$ cat src/rtl/led_ctrl_pkg.sv
// Shared types and constants for the LED sequencing controller.
// Switch field positions, mode encoding and the rotate helper live here.
package led_ctrl_pkg;

  typedef enum logic [1:0] {
    MODE_PASS  = 2'b00,
    MODE_SHIFT = 2'b01,
    MODE_BLINK = 2'b10,
    MODE_HOLD  = 2'b11
  } mode_e;

  localparam int MODE_LSB = 0;
  localparam int DIR_BIT  = 2;
  localparam int PER_LSB  = 12;

  localparam logic [15:0] SHIFT_INIT_L = 16'h0001;
  localparam logic [15:0] SHIFT_INIT_R = 16'h8000;

  // right = 1 moves the lit bit toward bit 0
  function automatic logic [15:0] rotate16(input logic [15:0] v, input logic right);
    return right ? {v[0], v[15:1]} : {v[14:0], v[15]};
  endfunction

endpackage

$ cat src/rtl/sw_debounce.sv
// Two-flop synchroniser followed by a tick-based debouncer.
// A value is accepted only after staying stable for DB_TICKS ticks.
module sw_debounce
  import led_ctrl_pkg::*;
#(
  parameter int W        = 16,
  parameter int DB_TICKS = 4
) (
  input  logic         clk_i,
  input  logic         rst_i,
  input  logic         tick_i,
  input  logic [W-1:0] raw_i,
  output logic [W-1:0] db_o
);

  localparam int            CW     = $clog2(DB_TICKS + 1);
  localparam logic [CW-1:0] DB_MAX = CW'(DB_TICKS);

  logic [W-1:0]  sync_q;
  logic [W-1:0]  sw_s;
  logic [W-1:0]  cand;
  logic [CW-1:0] db_cnt;

  // Any change in the synchronised value restarts qualification.
  always_ff @(posedge clk_i or posedge rst_i) begin
    if (rst_i) begin
      sync_q <= '0;
      sw_s   <= '0;
      cand   <= '0;
      db_cnt <= '0;
      db_o   <= '0;
    end else begin
      sync_q <= raw_i;
      sw_s   <= sync_q;
      if (sw_s != cand) begin
        cand   <= sw_s;
        db_cnt <= '0;
      end else if (tick_i && db_cnt != DB_MAX) begin
        db_cnt <= db_cnt + 1'b1;
        if (db_cnt == DB_MAX - 1'b1) begin
          db_o <= cand;
        end
      end
    end
  end

endmodule

$ cat src/rtl/led_seq_ctrl.sv
// LED sequencing controller: prescaler, debounced switch decode and mode FSM.
// Drives the LED bank as a mirror, rotating light, blink or frozen hold.
module led_seq_ctrl
  import led_ctrl_pkg::*;
#(
  parameter int PRESCALE = 100000,
  parameter int DB_TICKS = 4
) (
  input  logic        clk_i,
  input  logic        rst_i,
  input  logic [15:0] sw_i,
  output logic [15:0] led_o,
  output logic        tick_o,
  output logic [1:0]  mode_o
);

  localparam int            PW      = $clog2(PRESCALE);
  localparam logic [PW-1:0] PRE_MAX = PW'(PRESCALE - 1);

  logic [PW-1:0] pre_cnt;
  logic          tick;
  logic [15:0]   sw_db;
  mode_e         mode_q;
  mode_e         mode_n;
  logic          dir;
  logic [3:0]    period;
  logic [3:0]    step_cnt;

  always_ff @(posedge clk_i or posedge rst_i) begin
    if (rst_i) begin
      pre_cnt <= '0;
    end else if (pre_cnt == PRE_MAX) begin
      pre_cnt <= '0;
    end else begin
      pre_cnt <= pre_cnt + 1'b1;
    end
  end

  assign tick   = (pre_cnt == PRE_MAX);
  assign tick_o = tick;

  sw_debounce #(
    .W       (16),
    .DB_TICKS(DB_TICKS)
  ) u_debounce (
    .clk_i (clk_i),
    .rst_i (rst_i),
    .tick_i(tick),
    .raw_i (sw_i),
    .db_o  (sw_db)
  );

  assign mode_n = mode_e'(sw_db[MODE_LSB +: 2]);
  assign dir    = sw_db[DIR_BIT];
  assign period = sw_db[PER_LSB +: 4];
  assign mode_o = mode_q;

  // Mode entry takes priority over a step landing on the same cycle.
  always_ff @(posedge clk_i or posedge rst_i) begin
    if (rst_i) begin
      mode_q   <= MODE_PASS;
      led_o    <= '0;
      step_cnt <= '0;
    end else if (mode_n != mode_q) begin
      mode_q   <= mode_n;
      step_cnt <= '0;
      case (mode_n)
        MODE_PASS:  led_o <= sw_db;
        MODE_SHIFT: led_o <= dir ? SHIFT_INIT_R : SHIFT_INIT_L;
        MODE_BLINK: led_o <= 16'hFFFF;
        default:    led_o <= led_o;
      endcase
    end else begin
      case (mode_q)
        MODE_PASS: led_o <= sw_db;
        MODE_SHIFT, MODE_BLINK: begin
          if (tick) begin
            if (step_cnt >= period) begin
              step_cnt <= '0;
              led_o    <= (mode_q == MODE_SHIFT) ? rotate16(led_o, dir) : ~led_o;
            end else begin
              step_cnt <= step_cnt + 1'b1;
            end
          end
        end
        default: ;
      endcase
    end
  end

endmodule
$ cat config.mk
export PLATFORM = sky130hd
export DESIGN_NAME = led_seq_ctrl
export DESIGN_NICKNAME = d
export VERILOG_FILES = /design/src/rtl/led_ctrl_pkg.sv /design/src/rtl/sw_debounce.sv /design/src/rtl/led_seq_ctrl.sv
export SDC_FILE = /design/constraint.sdc
export NUM_CORES = 1
export LEC_CHECK = 0
export CAP_MARGIN = 0
export CORE_MARGIN = 2
export CORE_UTILIZATION = 40
export DETAILED_ROUTE_END_ITERATION = 6
export SYNTH_ARGS = -nofsm -noshare
export SYNTH_HDL_FRONTEND = slang
export SYNTH_SLANG_ARGS = --single-unit
$ cat constraint.sdc
create_clock -name clk_i -period 5.2 [get_ports clk_i]
set_input_delay 1.56 -clock clk_i [delete_from_list [all_inputs] [get_ports clk_i]]
set_output_delay 1.56 -clock clk_i [all_outputs]
set_load 0.02 [all_outputs]
==> summary.txt <==
Status
  • Status: complete, but fails checks
  • Failing checks: DRC

Floorplan
  • Initial Util: 0.412
  • Total die area: 0.0128 mm2
  • Die width: 113 um
  • Area of the core: 0.0115 mm2
  • I/O pin cnt: 37
  • Die height: 113 um
  • Num rows: 39

GRT
  • Largest net degree at the start of global routing: 62
  • Total track usage: 0.139
  • GRT Residual Overflow: 0
  • Antenna violations before repair: 0
  • Vias in the first global route: between 2000 and 3000
  • First-pass GRT wire length: around 14000 um

Timing
  • Rel. slew slack: 0.180
  • Minimum clock period: 3.78 ns
  • Clock Skew: 0.00884 ns
  • Fmax: approximately 0.26 GHz
  • RSZ-0062 raised after global routing: false
  • Hold Vio Cnt, Final: 0
  • Setup_tns: 0 ns
  • Crit share post-route: 0.728
  • Max Slew Vio Count: 0
  • Worst Max-Slew Pin Slew: between 1 and 1.5 ns
  • Final setup fails: 0

Critical path
  • Critical path type: register to output pin
  • CP max-delay cell: clkdlybuf4s50_1
  • CP endpoint kind: output pin
  • Max incr delay on CP: 0.65 ns
  • Max FO, Critical Path: 5
  • Worst-path cell chain: or4b_4, nor4_4, clkdlybuf4s50_1
  • CP required: 3.64 ns
  • Startpoint Class: register
  • Worst r2r path cells: 6
  • WP data arrival: 2.22 ns

Clock network
  • TritonCTS buffer count: 9
  • Max clock buf depth: 2
  • Setup repair bufs after CTS: 0
  • Clock latency on the worst-skew pair: 0.34 ns
  • CTS hold repair buffers: 0
  • Post-CTS sizing: 0
  • TritonCTS clock tree: built
  • Clk sinks: 106
  • CTS H-Tree Depth: 3
  • Clk root buf: clkbuf_16
  • Worst-path clk slew: 0.07 ns

Pwr
  • Leakage dissipation: 0.00232 uW
  • Pwr Total: 1590 uW
  • Power per cell area: 288 mW/mm2
  • VDD IR-drop max: 0.183 mV

Synthesis
  • Synth Instances: roughly 390
  • Register area share after synthesis: 0.558
  • Synth area leaders: dfrtp_1 56%, mux2i_1 6.7%, xor2_1 4.4%
  • Post-synth top cells: 106 x dfrtp_1, 32 x mux2i_1, 29 x nor2_1
  • Post-Syn Area per Cell: 12.3 um2
  • Unique masters post-synth: 44
  • Number of flops mapped to enable cells by yosys: 0
  • Top FF cell, synth: dfrtp_1
  • Net count after synthesis: 419
  • YS warnings: 0
  • #FFs+latches synth: 106
  • Cell with the most instances after synthesis: dfrtp_1
  • Synthesized cell area: about 0.0047 mm2
  • Ys async rst share: 1.00
  • Area share of the largest cell type after synthesis: 0.558
  • Biggest area consumer among synthesized cells: dfrtp_1

Worst hold path
  • Worst Hold Class: register to register
  • WHS Path Cells: 0

Route
  • Detailed Routing Iterations Pass 1: 6
  • DRT antenna net count: 0
  • Via density: 4.93
  • DRC Markers: 2
  • Vias: 2744
  • Final wirelength: approximately 8000 um
  • Routed len/inst: around 15 um
  • DRT iter0 DRCs: between 90 and 100

Placement
  • Area after DPL: between 0.005 and 0.006 mm2
  • Hpwl dp: 5590 um
  • IO buf count: 36
  • GPL Wtd Cong: between 0.7 and 0.8

Layout
  • Share of cells above drive strength 1: 0.121
  • Core Util, Final: 0.478
  • Final #Nets: 441
  • Ant. Diodes: 0
  • Area grow syn2layout: 16.0%
  • Design Area, Final: 0.00551 mm2

Run
  • Maxcap violations: 0
-- final cells by class --
| class | instances | area [um2] |
|---|---|---|
| Clock buffer | 9 | 225 |
| Clock inverter | 7 | 82.6 |
| Inverter | 25 | 96.3 |
| Multi-Input combinational cell | 227 | 1880 |
| Timing Repair Buffer | 40 | 390 |
| Sequential cell | 106 | 2650 |
| Tap cell | 143 | 179 |
| Fill cell | 1050 | 6010 |
-- critical path, delay by kind of cell (launching register included) --
family                 cells  cell delay (ns)
DFF                        1             0.43
buffers and inverters      1             0.65
and+or+nand+nor            2             0.80
-- flip-flops by register name, summed over array words and instances, names as in the netlist --
name               count
led_o                 16
u_debounce.sw_s       16
pre_cnt               17
u_debounce.db_cnt      3
u_debounce.cand       16
u_debounce.db_o       16
mode_o                 2
step_cnt               4
u_debounce.sync_q     16
-- routing by layer --
layer  GRT usage  wire [um]
met5           0          0
met3      0.0305        290
met2       0.204       3520
met4      0.0512        129
met1       0.203       4180
-- metrics by stage --
step | instances | setup slack (ns) | hold slack [ns]
global placement | 541 | 1.77 | 0.333
floorplan | 387 | 0.851 | 0.331
finish | 557 | 1.42 | 0.344
global route | 557 | 1.30 | 0.355
CTS | 557 | 1.38 | 0.348
detailed placement | 541 | 1.77 | 0.335
-- logic make-up after synthesis --
| group | share of synthesized area |
|---|---|
| simple gates | 0.0977 |
| buf+inv | 0.0450 |
| fa+ha+maj | 0.0369 |
| flops | 0.558 |
| xor+xnor | 0.0627 |
| mux | 0.151 |
| compound gates | 0.0479 |
-- worst paths after layout --
path | startpoint | end | slack (ns)
worst min register to register | u_debounce.sync_q[4] | u_debounce.sw_s[4] | 0.34
max in group asynchronous | rst_i | led_o[15] | 2.70
worst min-delay path | u_debounce.sync_q[4] | u_debounce.sw_s[4] | 0.34
worst max register to register | mode_o[0] | led_o[15] | 2.07
min in group asynchronous | rst_i | u_debounce.sync_q[11] | 1.70
worst max-delay path | pre_cnt[12] | tick_o | 1.42
-- where the power goes --
group / leakage (uW) / internal, uW / total (uW) / switching (uW)
Combinational: 0.000823 / 17.8 / 39.5 / 21.8
Sequential: 0.00136 / 843 / 853 / 10.0
Clock: 0.000145 / 382 / 695 / 313
-- layout by cell type (no fill, tap or decap), types with 3 or more instances in the layout --
cell type,count
mux2_2,14
ha_1,14
mux2_4,10
nand3_1,12
mux2_1,8
nand4_1,4
nand2b_1,3
and3_1,3
xnor2_1,10
a221oi_1,3
inv_6,3
nor2_1,29
a21oi_1,3
clkdlybuf4s50_1,36
buf_4,4
inv_1,24
nor3_1,3
nor4_1,6
nand2_1,11
mux2i_1,32
clkbuf_16,9
xor2_1,24
dfrtp_1,106
a211oi_1,13
No activity file was read; power rests on OpenSTA's default activity.
==> RTL change, RTL diff (same flow settings) <==
`MODE_LSB`: 0 -> 1.
--- a/src/rtl/led_ctrl_pkg.sv
+++ b/src/rtl/led_ctrl_pkg.sv
@@ -9,7 +9,7 @@
     MODE_HOLD  = 2'b11
   } mode_e;
 
-  localparam int MODE_LSB = 0;
+  localparam int MODE_LSB = 1;
   localparam int DIR_BIT  = 2;
   localparam int PER_LSB  = 12;
 
Function: no difference found for any inputs over 10 cycles, from zero or initial values and one cycle with rst_i high; that may be too few to reach the edited logic, so the function may still have changed.
==> RTL change against the unedited design <==
- combinational power up 8.1%
- die area is 0.90% higher
- design area barely moved
- via count rose by 1.9%
- area after synthesis increased by 0.92%
- total power shrank 0.63%
- first-iteration DRC count grew 29%
- sequential cell count unchanged
- sequential power about the same
- cell count is 1.8% lower
- setup slack got worse by 0.31 ns
- highest routed layer unchanged
- clock skew is 0.0016 ns higher
- wire length grew 5.8%
- count of clock-buffer cells in the layout is the same
==> RTL change: results (changes against the unedited design) <==
Finish
  • Biggest register: pre_cnt
  • Layout cells sized above 1: 0.1163 (-0.004436)
  • # nets final: 431 (-2.3%)
  • Number of flip-flops in the largest register: 17 (unchanged)
  • N_diodes: 0 (unchanged)

Global routing
  • Vias in the first global route: 2854 (+2.0%)
  • Initial antenna violation count: 0 (unchanged)
  • All-Layer GR Usage: 0.1450 (+0.006169)
  • Largest net degree at the start of global routing: 71 (+15%)
  • Global-route wire length before repair: 14740 µm (+4.6%)

Timing
  • Fin Hold WS: 0.3393 ns (-0.004451 ns)
  • Worst Skew: 0.01047 ns (+0.001627 ns)
  • Headroom to the max-slew limit: 0.3124 (+0.1322)

Setup path
  • Critical Path Sink: tick_o
  • Critical path origin: pre_cnt[0]
  • R2r endpoint: led_o[2]
  • CP max stage cell: clkdlybuf4s50_1
  • CP Max Fanout: 13 (+8)
  • Reg2reg setup slack: 2.40 ns (+0.33 ns)
  • Slowest stage delay, CP: 0.70 ns (+0.05 ns)
  • Reg2Reg Depth: 6 (unchanged)

Pwr
  • P_sw: 338.3 µW (-2.0%)
  • Leak pwr: 2.270 nW (-2.3%)
  • Worst vdd ir: 0.1880 mV (+2.9%)

Logic synthesis
  • Synthesis Warnings: 0 (unchanged)
  • Synth Area in Adders: 0.03654 (-0.0003369)
  • Count of different cell masters after synthesis: 43 (-2.3%)
  • Area contributors post-synth: dfrtp_1 (55%), mux2i_1 (9.8%), xor2_1 (4.6%)
  • Asr flop ratio synth: 1.000 (unchanged)
  • Syn Nets: 414 (-1.2%)
  • Post-synthesis compound-gate area fraction: 0.05273 (+0.004783)
  • Mux contribution to synthesized area: 0.1459 (-0.005297)
  • Post-synthesis xor/xnor area fraction: 0.06030 (-0.002400)
  • List of most frequent post-synthesis cells: dfrtp_1 (106), mux2i_1 (47), inv_1 (32), xor2_1 (25), clkbuf_1 (21)
  • Post-synthesis sequential area ratio: 0.5534 (-0.005102)

Min path
  • Hold_sp: u_debounce.sync_q[8]
  • Hold depth: 0 (unchanged)
  • Worst Hold Endpoint: u_debounce.sw_s[8]
  • Min-delay worst type: flip-flop to flip-flop

Clocking
  • Post-CTS setup buffer count: 0 (unchanged)
  • Root buffer cell: clkbuf_16
  • CTS max path bufs: 2 (unchanged)
  • Worst skew pair latency: 0.34 ns (about the same)
  • Max H-tree Level: 3 (unchanged)
  • Worst-path clk slew: 0.07 ns (about the same)
  • Resized cells post-CTS: 0 (unchanged)

Detailed routing
  • Initial DRC count: 125 (+29%)
  • Vias per cell: 5.112 (+3.8%)
  • First-pass DRT Iterations: 4 (-2)
  • WL per Instance: 15.70 µm (+7.8%)

Placed design
  • DP Area: 5201 µm² (unchanged)
  • Dpl hpwl: 5883 µm (+5.3%)
  • GPL Wtd Cong: 0.7969 (+6.1%)

Outcome
  • Status: finished clean
==> RTL change: power by group through the flow <==
stage / logic, mW / registers, mW / clock network (mW)
2_1_floorplan: 0.0271 / 0.867 / 0
3_3_place_gp: 0.0441 / 0.870 / 0
3_5_place_dp: 0.0445 / 0.870 / 0
4_1_cts: 0.0446 / 0.854 / 0.707
5_1_grt: 0.0488 / 0.856 / 0.741
6_report: 0.0427 / 0.854 / 0.681
==> RTL change: per-layer routing <==
layer / vias to the layer above / GRT usage / share of wire
met2: 49 / 0.2192 / 0.45
li1: 1343 / - / -
met1: 1391 / 0.2064 / 0.50
met3: 13 / 0.03241 / 0.031
met5: - / 0 / 0
met4: 0 / 0.05366 / 0.017
==> RTL change: stage by stage <==
stage,utilization,cells,worst slack [ns]
after global routing,0.4760,547,0.9665
after global placement,0.4497,531,1.512
after detailed placement,0.4497,531,1.482
after CTS,0.4760,547,1.070
after floorplan,-,382,0.8511
final,0.4760,547,1.111
==> RTL change: final cells by class <==
| class | count | area (µm²) |
|---|---|---|
| fillers | 1000 | 6060 |
| flip-flops and latches | 106 | 2653 |
| multi-input cells | 212 | 1859 |
| repair buffers | 38 | 387.9 |
| clock buffers | 9 | 225.2 |
| well taps | 143 | 178.9 |
| inverters | 32 | 122.6 |
| clock inverters | 7 | 78.83 |
==> RTL change: cells by family after synthesis <==
| logic type | count (synthesis) |
|---|---|
| multiplexers | 64 |
| AO/OA/AOI/OAI | 36 |
| flip-flops | 106 |
| XOR/XNOR | 33 |
| adder cells (fa/ha/maj) | 14 |
| buffers and inverters | 64 |
| AND/OR/NAND/NOR | 65 |
